--- src/rtl/uart_tx_fifo.sv ---
// UART transmitter fed by a small byte FIFO.
// Frames are LSB first, with optional parity and one or two stop bits.
module uart_tx_fifo #(
    parameter logic [13:0] KBAUD     = 14'd10416,
    parameter int          DEPTH     = 4,
    parameter int          PARITY    = 0,
    parameter int          STOP_BITS = 1
) (
    input  logic                     clk,
    input  logic                     rst_n,
    input  logic [7:0]               data_IN,
    input  logic                     wr_valid,
    output logic                     wr_ready,
    output logic                     tx_out,
    output logic                     busy,
    output logic                     Tx_done,
    output logic [$clog2(DEPTH):0]   fifo_cnt
);

    localparam int PW = $clog2(DEPTH);
    localparam int CW = PW + 1;
    localparam int BW = $clog2(KBAUD) + 1;
    localparam logic [BW-1:0] BAUD_LAST = BW'(KBAUD - 14'd1);

    typedef enum logic [2:0] {S_IDLE, S_START, S_DATA, S_PARITY, S_STOP} state_t;

    state_t         state_reg, state_next;
    logic [BW-1:0]  baud_reg, baud_next;
    logic [2:0]     bit_reg, bit_next;
    logic           stop_reg, stop_next;
    logic [7:0]     shift_reg, shift_next;
    logic           par_reg, par_next;
    logic           tx_reg, tx_next;
    logic           busy_reg, busy_next;
    logic           done_reg, done_next;
    logic [PW-1:0]  wr_ptr_reg, rd_ptr_reg;
    logic [CW-1:0]  cnt_reg, cnt_next;
    logic           wr_ready_reg, wr_ready_next;

    logic [7:0]     mem [DEPTH];
    logic [7:0]     head;
    logic           push, load, baud_end, fifo_not_empty;

    assign push           = wr_valid & wr_ready_reg;
    assign head           = mem[rd_ptr_reg];
    assign baud_end       = (baud_reg == BAUD_LAST);
    assign fifo_not_empty = (cnt_reg != '0);

    always_ff @(posedge clk) begin
        if (push)
            mem[wr_ptr_reg] <= data_IN;
    end

    always_comb begin
        state_next = state_reg;
        baud_next  = baud_reg + 1'b1;
        bit_next   = bit_reg;
        stop_next  = stop_reg;
        shift_next = shift_reg;
        par_next   = par_reg;
        tx_next    = tx_reg;
        busy_next  = busy_reg;
        done_next  = 1'b0;
        load       = 1'b0;
        case (state_reg)
            S_IDLE: begin
                baud_next = '0;
                if (fifo_not_empty)
                    load = 1'b1;
            end
            S_START: begin
                if (baud_end) begin
                    baud_next  = '0;
                    tx_next    = shift_reg[0];
                    bit_next   = '0;
                    state_next = S_DATA;
                end
            end
            S_DATA: begin
                if (baud_end) begin
                    baud_next = '0;
                    if (bit_reg == 3'd7) begin
                        stop_next = 1'b0;
                        if (PARITY != 0) begin
                            tx_next    = par_reg;
                            state_next = S_PARITY;
                        end else begin
                            tx_next    = 1'b1;
                            state_next = S_STOP;
                        end
                    end else begin
                        bit_next   = bit_reg + 1'b1;
                        shift_next = {1'b0, shift_reg[7:1]};
                        tx_next    = shift_reg[1];
                    end
                end
            end
            S_PARITY: begin
                if (baud_end) begin
                    baud_next  = '0;
                    tx_next    = 1'b1;
                    stop_next  = 1'b0;
                    state_next = S_STOP;
                end
            end
            S_STOP: begin
                if (baud_end) begin
                    baud_next = '0;
                    if (STOP_BITS == 2 && !stop_reg) begin
                        stop_next = 1'b1;
                    end else begin
                        done_next = 1'b1;
                        // Chain straight into the next start bit when more data waits.
                        if (fifo_not_empty) begin
                            load = 1'b1;
                        end else begin
                            state_next = S_IDLE;
                            busy_next  = 1'b0;
                        end
                    end
                end
            end
            default: state_next = S_IDLE;
        endcase

        if (load) begin
            shift_next = head;
            par_next   = (PARITY == 1) ? ~^head : ^head;
            baud_next  = '0;
            tx_next    = 1'b0;
            busy_next  = 1'b1;
            state_next = S_START;
        end

        cnt_next = cnt_reg;
        if (push && !load)
            cnt_next = cnt_reg + 1'b1;
        else if (!push && load)
            cnt_next = cnt_reg - 1'b1;
        wr_ready_next = (cnt_next != CW'(DEPTH));
    end

    always_ff @(posedge clk or negedge rst_n) begin
        if (!rst_n) begin
            state_reg    <= S_IDLE;
            baud_reg     <= '0;
            bit_reg      <= '0;
            stop_reg     <= 1'b0;
            shift_reg    <= '0;
            par_reg      <= 1'b0;
            tx_reg       <= 1'b1;
            busy_reg     <= 1'b0;
            done_reg     <= 1'b0;
            wr_ptr_reg   <= '0;
            rd_ptr_reg   <= '0;
            cnt_reg      <= '0;
            wr_ready_reg <= 1'b1;
        end else begin
            state_reg    <= state_next;
            baud_reg     <= baud_next;
            bit_reg      <= bit_next;
            stop_reg     <= stop_next;
            shift_reg    <= shift_next;
            par_reg      <= par_next;
            tx_reg       <= tx_next;
            busy_reg     <= busy_next;
            done_reg     <= done_next;
            cnt_reg      <= cnt_next;
            wr_ready_reg <= wr_ready_next;
            if (push)
                wr_ptr_reg <= wr_ptr_reg + 1'b1;
            if (load)
                rd_ptr_reg <= rd_ptr_reg + 1'b1;
        end
    end

    assign wr_ready = wr_ready_reg;
    assign tx_out   = tx_reg;
    assign busy     = busy_reg;
    assign Tx_done  = done_reg;
    assign fifo_cnt = cnt_reg;

endmodule
--- config.mk ---
export PLATFORM = sky130hd
export DESIGN_NAME = uart_tx_fifo
export DESIGN_NICKNAME = d
export VERILOG_FILES = /design/src/rtl/uart_tx_fifo.sv
export SDC_FILE = /design/constraint.sdc
export NUM_CORES = 1
export LEC_CHECK = 0
export ABC_AREA = 0
export ABC_CLOCK_PERIOD_IN_PS = 2300
export CELL_PAD_IN_SITES_DETAIL_PLACEMENT = 0
export CELL_PAD_IN_SITES_GLOBAL_PLACEMENT = 1
export CORE_MARGIN = 1.5
export CORE_UTILIZATION = 49
export DETAILED_ROUTE_END_ITERATION = 8
export HOLD_SLACK_MARGIN = 0.02
export PLACE_DENSITY_LB_ADDON = 0.2
export REMOVE_ABC_BUFFERS = 1
export SLEW_MARGIN = 15
export SYNTH_ARGS = -nofsm -noshare
export SYNTH_HDL_FRONTEND = slang
export SYNTH_SLANG_ARGS = --single-unit
--- constraint.sdc ---
create_clock -name clk -period 2.3 [get_ports clk]
set_input_delay 0.69 -clock clk [delete_from_list [all_inputs] [get_ports clk]]
set_output_delay 0.69 -clock clk [all_outputs]
set_load 0.005 [all_outputs]
# [Yosys cells after proc, flatten, opt, wreduce, memory -nomap -nowiden]
# Memory sizes are Yosys's and may differ from the RTL's.
# Cells that the tools add are included.
[totals] register_bits=40 ram_bits=32 inputBits=11 wordCells=93 memories=1
[memory_table] name="mem" words=4 width=8 read_ports=1 rd_clocked_by_memory_dff=0 wr=1 line_no="40" rtl="logic [7:0] mem [DEPTH];"
[classes] add_sub_neg=6 eq_ne=19 mux=38 bitwise_logic=1 n_reduce_logical=17
[op_table] op="$mux W3" n=12
[op_table] op="$mux W8" n=4
[op_table] op="$mux W15" n=2
[op_table] op="$pmux W15 S2" n=1
[op_table] op="$ne A3 B3 Y1 const B" n=7
[op_table] op="$add A15 B1 Y15 const B" n=1
[op_table] op="$eq A15 B14 Y1 const B" n=1
[op_table] op="$mux W1" n=15
[op_table] op="$pmux W3 S5" n=1
[op_table] op="$ne A2 B2 Y1 const B" n=6
[op_table] op="$reduce_and A4 Y1" n=2
[op_table] op="$reduce_bool A2 Y1" n=4
[op_table] op="$reduce_and A7 Y1" n=1
[op_table] op="$add A3 B1 Y3 const B" n=2
[op_table] op="$eq A3 B2 Y1 const B" n=2
[op_table] op="$eq A3 B3 Y1 const B" n=2
[op_table] op="$pmux W3 S2" n=1
[op_table] op="$reduce_and A3 Y1" n=2
[op_table] op="$add A2 B1 Y2 const B" n=2
[op_table] op="$reduce_bool A4 Y1" n=1
[op_table] op="$reduce_or A4 Y1" n=1
[op_table] op="$eq A3 B1 Y1 const B" n=1
[op_table] op="$logic_not A3 Y1" n=1
[op_table] op="$pmux W1 S3" n=1
[op_table] op="other kinds (6)" n=8

# [Longest topological paths before layout]
# Gate-level depths: netlist of the first run.
[depth] ltp_word=8 mapped_depth=9 mapped_depth_nobuf=7

# [Worst setup path before layout of the first run]
# Ideal clock, no wire load.
[synth_timing] kind="reg-to-reg" from="reg baud_reg[0]" to="reg wr_ready_reg, in the netlist wr_ready" t_arrival_ns=1.924 t_required_ns=2.206 path_slack_ns=0.282 stages_incl_launch_ff=8 n_path_buf=1 synth_period_minus_slack_ns=2.018 path_cell_list="dfrtp_1 -> ha_1 -> and4_1 -> nand4_4 -> a21oi_4 -> buf_6 -> xnor2_1 -> or4b_1"
[synth_between] elab_chain_len=7 elab_cells_between_ends=9 cone_classes="2 x eq/ne; 4 x mux; 3 x reduce/logical"
[synth_lines] item="start: declaration" line_no="28" rtl="logic [BW-1:0] baud_reg, baud_next;"
[synth_lines] item="start signal: assignment" line_no="160" rtl="baud_reg <= baud_next;"
[synth_lines] item="$eq A15 B14 Y1 (*)" line_no="46" rtl="assign baud_end = (baud_reg == BAUD_LAST);"
[synth_lines] item="$mux W1 (*)" line_no="107" rtl="if (baud_end) begin"
[synth_lines] item="$pmux W1 S2 (*)" line_no="65" rtl="case (state_reg)"
[synth_lines] item="$logic_and A1 B1 Y1 or $logic_not A1 Y1 (tied branches)" line_no="138, 136"
[synth_lines] item="$mux W3 or $logic_and A1 B1 Y1 (tied branches)" line_no="138, 136"
[synth_lines] item="$mux W3 (*)" line_no="136" rtl="if (push && !load)"
[synth_lines] item="net cnt_next[0]" line_no="37" rtl="logic [CW-1:0] cnt_reg, cnt_next;"
[synth_lines] item="$ne A3 B3 Y1 (*)" line_no="140" rtl="wr_ready_next = (cnt_next != CW'(DEPTH));"
[synth_lines] item="net wr_ready_next" line_no="38" rtl="logic wr_ready_reg, wr_ready_next;"
[synth_lines] item="end signal: assignment" line_no="169" rtl="wr_ready_reg <= wr_ready_next;"
[synth_lines] item="end: declaration" line_no="38"
# The timed path passes the listed nets; every way through them passes the cells marked *.
# A chain may end at the register's enable or synchronous reset.

# [Final worst setup path of the first run]
[layout_timing] from="reg wr_ready_reg, in the netlist wr_ready" to="out wr_ready"
[layout_rtl] item="end: declaration" line_no="13" rtl="output logic wr_ready,"
# No word-level cell between the ends.

==> metrics.md, run 1 <==
| Metric | Value |
|---|---|
| Synthesized area | `3250 sq um` |
| Synth cell count leaders | `dfrtp_1, edfxtp_1, nor2_1` |
| Detailed Route Iter0 Violations | `122` |
| Top-area cell type share of the netlist area | `29.6%` |
| Hold Fails Final Rpt | `0` |
| Synth Instances | `249` |
| Final cycle utilization of the critical path | `94.4%` |
| Layout Skew | `around 7 ps` |
| Initial core utilization | `50.9%` |
| Number of fill cells | `538` |
| Register area | `1960 sq um` |
| Multi-input logic area | `about 1200 sq um` |
| Sequential fraction of the synthesis area | `60.5%` |
| GPL Wtd Cong | `0.743` |
| Rows | `29` |
| CTS tree | `built` |
| Final ANT Viol Nets | `0` |
| CP Buf/Inv Count | `1` |
| Final Cell Area | `3820 sq um` |
| Grt ovf | `0` |
| Distinct cells, synth | `44` |
| Area grow syn2layout | `17.4%` |
| Crit-path max FO | `8` |
| Clock buffer count from CTS | `9` |
| Largest net degree at the start of global routing | `22` |
| Worst hold path type | `input pin to async pin` |
| DRC Markers | `0` |
| Worst-case clock buffer depth | `2` |
| H-tree depth | `3` |
| Slowest cell on crit path | `dfstp_2` |
| Share of layout cells above drive strength 1 | `17.2%` |
| Vias in the first global route | `1,999` |
| Top-count cell post-synth | `dfrtp_1` |
| Root Buffer | `clkbuf_8` |
| Vias per inst | `5.37` |
| Reg-to-Reg Start | `baud_reg[0]` |
| Max reg flops | `32` |
| Slew Viols, Final | `0` |
| DIE AREA | `slightly above 7000 sq um` |
| Crit path max-delay family | `flip-flops` |
| CP Cell Sequence | `clkdlybuf4s50_1` |
| WL final | `roughly 5700 um` |
| CTS hold repair buffers | `0` |
| Placed Area | `3610 sq um` |
| # Post-CTS Setup Buffers | `0` |
| Initial antenna violation count | `0` |
| Worst R2R Path Depth | `6` |
| Port bufs | `17` |
| Place WS | `-60.8 ps` |
| Hpwl dp | `4020 um` |
| Tot Pwr | `roughly 3100 uW` |
| Crit Path Category | `flip-flop to output port` |
| P_leak | `0.00148 uW` |
| Clock latency on the worst-skew pair | `340 ps` |
| Critical Path AT | `1480 ps` |
| Max_slew headroom | `64.6%` |
| Post-synth EDFFs | `32` |
| Upper clock frequency limit | `between 400 and 500 MHz` |
| Pre-antenna DRT Iters | `4` |
| Die H | `84.4 um` |
| Nets@finish | `307` |
| Max incr delay on CP | `600 ps` |
| Hold Slack | `300 ps` |
| Ys async rst share | `55.6%` |
| Via count | `1,975` |
| Worst-margin pin slew | `between 500 and 600 ps` |
| Avg WL per Cell | `15.4 um` |
| Antenna Cells | `0` |
| Die Width | `84.4 um` |
| RSZ-0062 raised after global routing | `no` |
| Global Route Usage Sum | `18.1%` |
| CP Launch Type | `flip-flop` |
| Capturing point of the worst reg2reg path | `wr_ready` |
| Max-Cap Viols | `0` |
| Worst endpoint required time | `1610 ps` |
| Post-synth top flop | `dfrtp_1` |
| Worst reg-to-reg setup slack | `170 ps` |
| Worst setup margin | `128 ps` |
| Area contributors post-synth | `edfxtp_1, dfrtp_1, mux4_2` |
| Syn_area_per_cell | `13.0 sq um` |
| Endpoint class of the critical path | `output port` |
| Status | `finished, final reports clean` |
| Largest area contributor in the netlist | `edfxtp_1` |
| Worst VDD drop | `509 uV` |
| Post-cts sizing count | `0` |
| Power density over the cells | `821 nW/um^2` |
| First-pass GRT wire length | `roughly 10000 um` |
| IO Pins | `18` |
| Seq cells post-synth | `72` |
| Core footprint | `6390 sq um` |
| Ys Warns | `0` |
| Final setup violation count | `0` |
| Minimum clock period | `2170 ps` |
| Worst-path clk slew | `80 ps` |
| Clk sinks | `72` |
[per-layer routing]
layer  share of wire (%)  track usage [%]
met1                  51             26.7
met2                  45             25.8
met3                 3.4             4.92
met4                 1.1             6.60
met5                   0                0
[cell families (layout without fill, tap and decap cells)]
| kind of cell | count (synthesis) | in the layout | share of synthesized area, % |
|---|---|---|---|
| fa+ha+maj | 10 | 10 | 3.85 |
| mux | 18 | 18 | 8.66 |
| flops | 72 | 72 | 60.5 |
| compound gates | 33 | 33 | 6.74 |
| xor+xnor | 18 | 18 | 4.85 |
| buf+inv | 17 | 59 | 2.23 |
| simple gates | 81 | 81 | 13.2 |
[how the worst max path moves through the flow]
stage                      from  endpoint  slack (ps)  cells past startpoint
floorplan           baud_reg[0]  wr_ready         140                      6
global route        baud_reg[0]  wr_ready          60                      6
CTS                    wr_ready  wr_ready         110                      1
finish                 wr_ready  wr_ready         130                      1
detailed placement     wr_valid  wr_ready         -60                      5
global placement       wr_valid  wr_ready          50                      5
[layout make-up]
cell class | instances | share of cell area (%)
multi-input combinational | 160 | 31.8
tap | 77 | 2.52
clock buffer | 9 | 3.25
sequential | 72 | 51.5
inverter | 10 | 0.984
clock inverter | 7 | 2.20
timing repair buffer | 33 | 7.80
[power by group]
part	internal (uW)	switching [uW]	leakage [uW]
registers	1520	82.7	0.000789
clock network	524	526	0.000103
logic	245	240	0.000591
total	2280	849	0.00148
[cell usage in the layout, fill, tap and decap left out, drive strengths merged, types with 2 or more instances in the layout]
master and count:
dfrtp 38, inv 15, xor2 4, ha 10
xnor2 14, o21ai 13, nor2 27, nand2 20
o22ai 2, edfxtp 32, a21oi 5, mux2i 9
a22oi 3, a22o 2, nand3 7, nand4 5
mux4 8, dfstp 2, clkdlybuf4s50 16, clkbuf 9
nor3 4, nor2b 4, and4 2, and3 5
o2bb2ai 3, buf 17
[stage by stage]
step | cells | utilization, % | setup TNS (ps)
2_1_floorplan | 242 | - | 0
6_report | 368 | 59.8 | 0
3_5_place_dp | 352 | 56.5 | -60.8
5_1_grt | 368 | 59.8 | 0
3_3_place_gp | 352 | 56.5 | 0
4_1_cts | 368 | 59.8 | 0
Note: power is estimated with default switching activity, not from simulation.
==> run 2, diff against run 1 <==
--- a/config.mk
+++ b/config.mk
@@ -11,6 +11,7 @@
 export CELL_PAD_IN_SITES_GLOBAL_PLACEMENT = 1
 export CORE_MARGIN = 1.5
 export CORE_UTILIZATION = 49
+export CTS_CLUSTER_SIZE = 10
 export DETAILED_ROUTE_END_ITERATION = 8
 export HOLD_SLACK_MARGIN = 0.02
 export PLACE_DENSITY_LB_ADDON = 0.2
==> results of run 2 <==
The final DEF is identical to that of run 1; final timing and power are the same.
==> run 3, diff against run 2 <==
--- a/config.mk
+++ b/config.mk
@@ -5,14 +5,16 @@
 export SDC_FILE = /design/constraint.sdc
 export NUM_CORES = 1
 export LEC_CHECK = 0
-export ABC_AREA = 0
+export ABC_AREA = 1
 export ABC_CLOCK_PERIOD_IN_PS = 2300
 export CELL_PAD_IN_SITES_DETAIL_PLACEMENT = 0
 export CELL_PAD_IN_SITES_GLOBAL_PLACEMENT = 1
 export CORE_MARGIN = 1.5
-export CORE_UTILIZATION = 49
+export CORE_UTILIZATION = 47
+export CTS_CLUSTER_DIAMETER = 50
 export CTS_CLUSTER_SIZE = 10
 export DETAILED_ROUTE_END_ITERATION = 8
+export GPL_ROUTABILITY_DRIVEN = 0
 export HOLD_SLACK_MARGIN = 0.02
 export PLACE_DENSITY_LB_ADDON = 0.2
 export REMOVE_ABC_BUFFERS = 1
==> metrics.md, run 3 <==
| Metric | Value |
|---|---|
| Synthesized area | `3430 sq um (+5.5%)` |
| Fin util | `57.0% (-2.7 points)` |
| Most frequent cells in the layout | `nor2_1, nand2_1, dfrtp_1` |
| Critical Path AT | `1380 ps (-100 ps)` |
| Final setup violation count | `0 (unchanged)` |
| CP Launch Type | `flip-flop` |
| Largest area contributor in the netlist | `edfxtp_1` |
| Root Buffer | `clkbuf_8` |
| Largest net degree at the start of global routing | `41 (+86%)` |
| Ys async rst share | `55.6% (unchanged)` |
| Nets@finish | `387 (+26%)` |
| Most common cell after layout, fill and taps aside | `nor2_1` |
| CP Cell Sequence | `clkdlybuf4s50_1` |
| Internal Power | `2320 uW (+1.5%)` |
| Crit path max-delay family | `flip-flops` |
| Vias in the first global route | `2,186 (+9.4%)` |
| Final Cell Area | `3940 sq um (+3.2%)` |
| IO Pins | `18 (unchanged)` |
| Pre-antenna DRT Iters | `4 (unchanged)` |
| Worst-case clock buffer depth | `2 (unchanged)` |
| Seq cells post-synth | `72 (unchanged)` |
| Post-synth top flop | `dfrtp_1` |
| Slowest cell on crit path | `dfstp_2` |
| Clock latency on the worst-skew pair | `340 ps (about the same)` |
| Fraction of power consumed by sequential logic | `49.9% (-1.1 points)` |
| Worst-path clk slew | `90 ps (about the same)` |
| DIE AREA | `7820 sq um (+9.7%)` |
| Adder-Cell Fraction of Synth Area | `3.65% (-0.20 points)` |
| Max-Cap Viols | `0 (unchanged)` |
| Grt ovf | `0 (unchanged)` |
| Hold Slack | `385 ps (+85.1 ps)` |
| Max reg flops | `32 (unchanged)` |
| RSZ-0062 raised after global routing | `no` |
| Top-count cell post-synth | `nor2_1` |
| Post-synth EDFFs | `32 (unchanged)` |
| Sequential fraction of the synthesis area | `57.3% (-3.2 points)` |
| Max_slew headroom | `65.3% (+0.75 points)` |
| Share of layout cells above drive strength 1 | `16.4% (-0.74 points)` |
| Initial core utilization | `49.7% (-1.2 points)` |
| Worst endpoint required time | `1610 ps (about the same)` |
| Placed Area | `3730 sq um (+3.4%)` |
| Hold Fails Final Rpt | `0 (unchanged)` |
| Upper clock frequency limit | `484 MHz (+5.1%)` |
| Ys Warns | `0 (unchanged)` |
| # Post-CTS Setup Buffers | `0 (unchanged)` |
| CTS hold repair buffers | `0 (unchanged)` |
| Multi-input logic area | `1270 sq um (+4.4%)` |
| Die H | `88.4 um (+4.7%)` |
| P_leak | `0.00167 uW (+12%)` |
| Layout Skew | `13.0 ps (+6.15 ps)` |
| Combinational share of power | `18.0% (+2.5 points)` |
| Worst-margin pin slew | `521 ps (-6.37 ps)` |
| Sw Ratio | `28.7% (+1.6 points)` |
| Switching power | `934 uW (+10%)` |
| Area grow syn2layout | `14.9%` |
| Global Route Usage Sum | `18.2% (+0.11 points)` |
| DRC Markers | `0 (unchanged)` |
| Clock buffer count from CTS | `9 (unchanged)` |
| Crit Path Category | `flip-flop to output port` |
| Power density over the cells | `825 nW/um^2 (+0.52%)` |
| Crit-path max FO | `2 (-6)` |
| First-pass GRT wire length | `10,600 um (+7.2%)` |
| Slew Viols, Final | `0 (unchanged)` |
| Clock network power share | `32.1% (-1.4 points)` |
| WL final | `6160 um (+8.4%)` |
| Avg WL per Cell | `13.2 um (-15%)` |
| Max incr delay on CP | `550 ps (-50 ps)` |
| Minimum clock period | `2070 ps (-105 ps)` |
| Final setup TNS | `0 ps (unchanged)` |
| Synth Area in Compound Gates | `8.39% (+1.7 points)` |
| Largest family of logic cells by synthesized area | `simple AND/OR/NAND/NOR gates` |
| Clk sinks | `72 (unchanged)` |
| Post-cts sizing count | `0 (unchanged)` |
| CP Buf/Inv Count | `1 (unchanged)` |
| Worst VDD drop | `559 uV (+9.9%)` |
| Port bufs | `17 (unchanged)` |
| CTS tree | `built` |
| Synth Area in XOR/XNOR | `2.30% (-2.6 points)` |
| Final cycle utilization of the critical path | `89.9% (-4.6 points)` |
| Synth Instances | `338 (+36%)` |
| Hpwl dp | `4410 um (+9.6%)` |
| Via count | `2,294 (+16%)` |
| Syn_area_per_cell | `10.1 sq um (-22%)` |
| Mux cell area share after synthesis | `0% (-8.7 points)` |
| Synth cell count leaders | `nor2_1, nand2_1, dfrtp_1` |
| Register area | `1960 sq um (unchanged)` |
| Area contributors post-synth | `edfxtp_1, dfrtp_1, nor2_1` |
| Vias per inst | `4.91 (-8.5%)` |
| Simple-Gate Fraction of Synth Area | `22.6% (+9.4 points)` |
| H-tree depth | `3 (unchanged)` |
| Status | `finished, final reports clean` |
| Initial antenna violation count | `0 (unchanged)` |
| Die Width | `88.4 um (+4.7%)` |
| Worst hold path type | `input pin to async pin` |
| Number of fill cells | `610 (+13%)` |
| Antenna Cells | `0 (unchanged)` |
| Core footprint | `6910 sq um (+8.2%)` |
| Top-area cell type share of the netlist area | `28.0% (-1.6 points)` |
| Tot Pwr | `3250 uW (+3.8%)` |
| Distinct cells, synth | `41 (-6.8%)` |
| Rows | `30 (+3.4%)` |
| Endpoint class of the critical path | `output port` |
| Detailed Route Iter0 Violations | `148 (+21%)` |
| Final ANT Viol Nets | `0 (unchanged)` |
run 3: cell count changes in the layout (fill, tap and decap cells not counted), sizes merged, moves of 7 or more:
| cell | change |
|---|---|
| xnor2 | -12 |
| nand2 | +38 |
| buf | -9 |
| nor2 | +36 |
| mux4 | -8 |
| o21ai | +7 |
| mux2i | -9 |
| nand3 | +9 |
| inv | +31 |
run 3: path summary, 6_finish.rpt:
check	startpoint	to	depth (start not counted)	slack, ps
max reg2reg	baud_reg[0]	shift_reg[1]	10	560
min	rst_n	baud_reg[11]	2	390
max in group asynchronous	rst_n	wr_ready	2	1520
min reg2reg	baud_reg[0]	baud_reg[0]	1	490
max	wr_ready	wr_ready	1	230
min in group clk	baud_reg[0]	baud_reg[0]	1	490
run 3: logic make-up (layout without fill, tap and decap cells):
family	count (synthesis)	after routing
AOI/OAI and AO/OA	43	43
xor gates and xnor gates	9	9
adders and majority gates	10	10
buffers and inverters	50	83
DFF	72	72
and+or+nand+nor	154	154
run 3: per-stage QoR:
| stage | setup WS [ps] | instances |
|---|---|---|
| 2_1_floorplan | 663 | 331 |
| 3_3_place_gp | 322 | 451 |
| 3_5_place_dp | 256 | 451 |
| 4_1_cts | 216 | 467 |
| 5_1_grt | 169 | 467 |
| 6_report | 233 | 467 |
run 3: power by group through the flow:
stage	clock (uW)	sequential (uW)	combinational, uW
CTS	1060	1620	596
global placement	0	1650	586
detailed placement	0	1650	599
finish	1050	1620	584
global route	1130	1640	667
floorplan	0	1630	377
run 3: area by class of cell:
class / instances / share of cell area (%)
Clock buffer: 9 / 3.14
Inverter: 43 / 4.10
Timing Repair Buffer: 24 / 5.53
Multi-Input combinational cell: 216 / 32.1
Sequential cell: 72 / 49.9
Clock inverter: 7 / 2.19
Tap cell: 96 / 3.05
run 3: metal layers:
metal | global-route usage, % | wire, um
met5 | 0 | 0
met1 | 27.2 | 3250
met2 | 25.8 | 2680
met3 | 5.60 | 194
met4 | 4.69 | 25
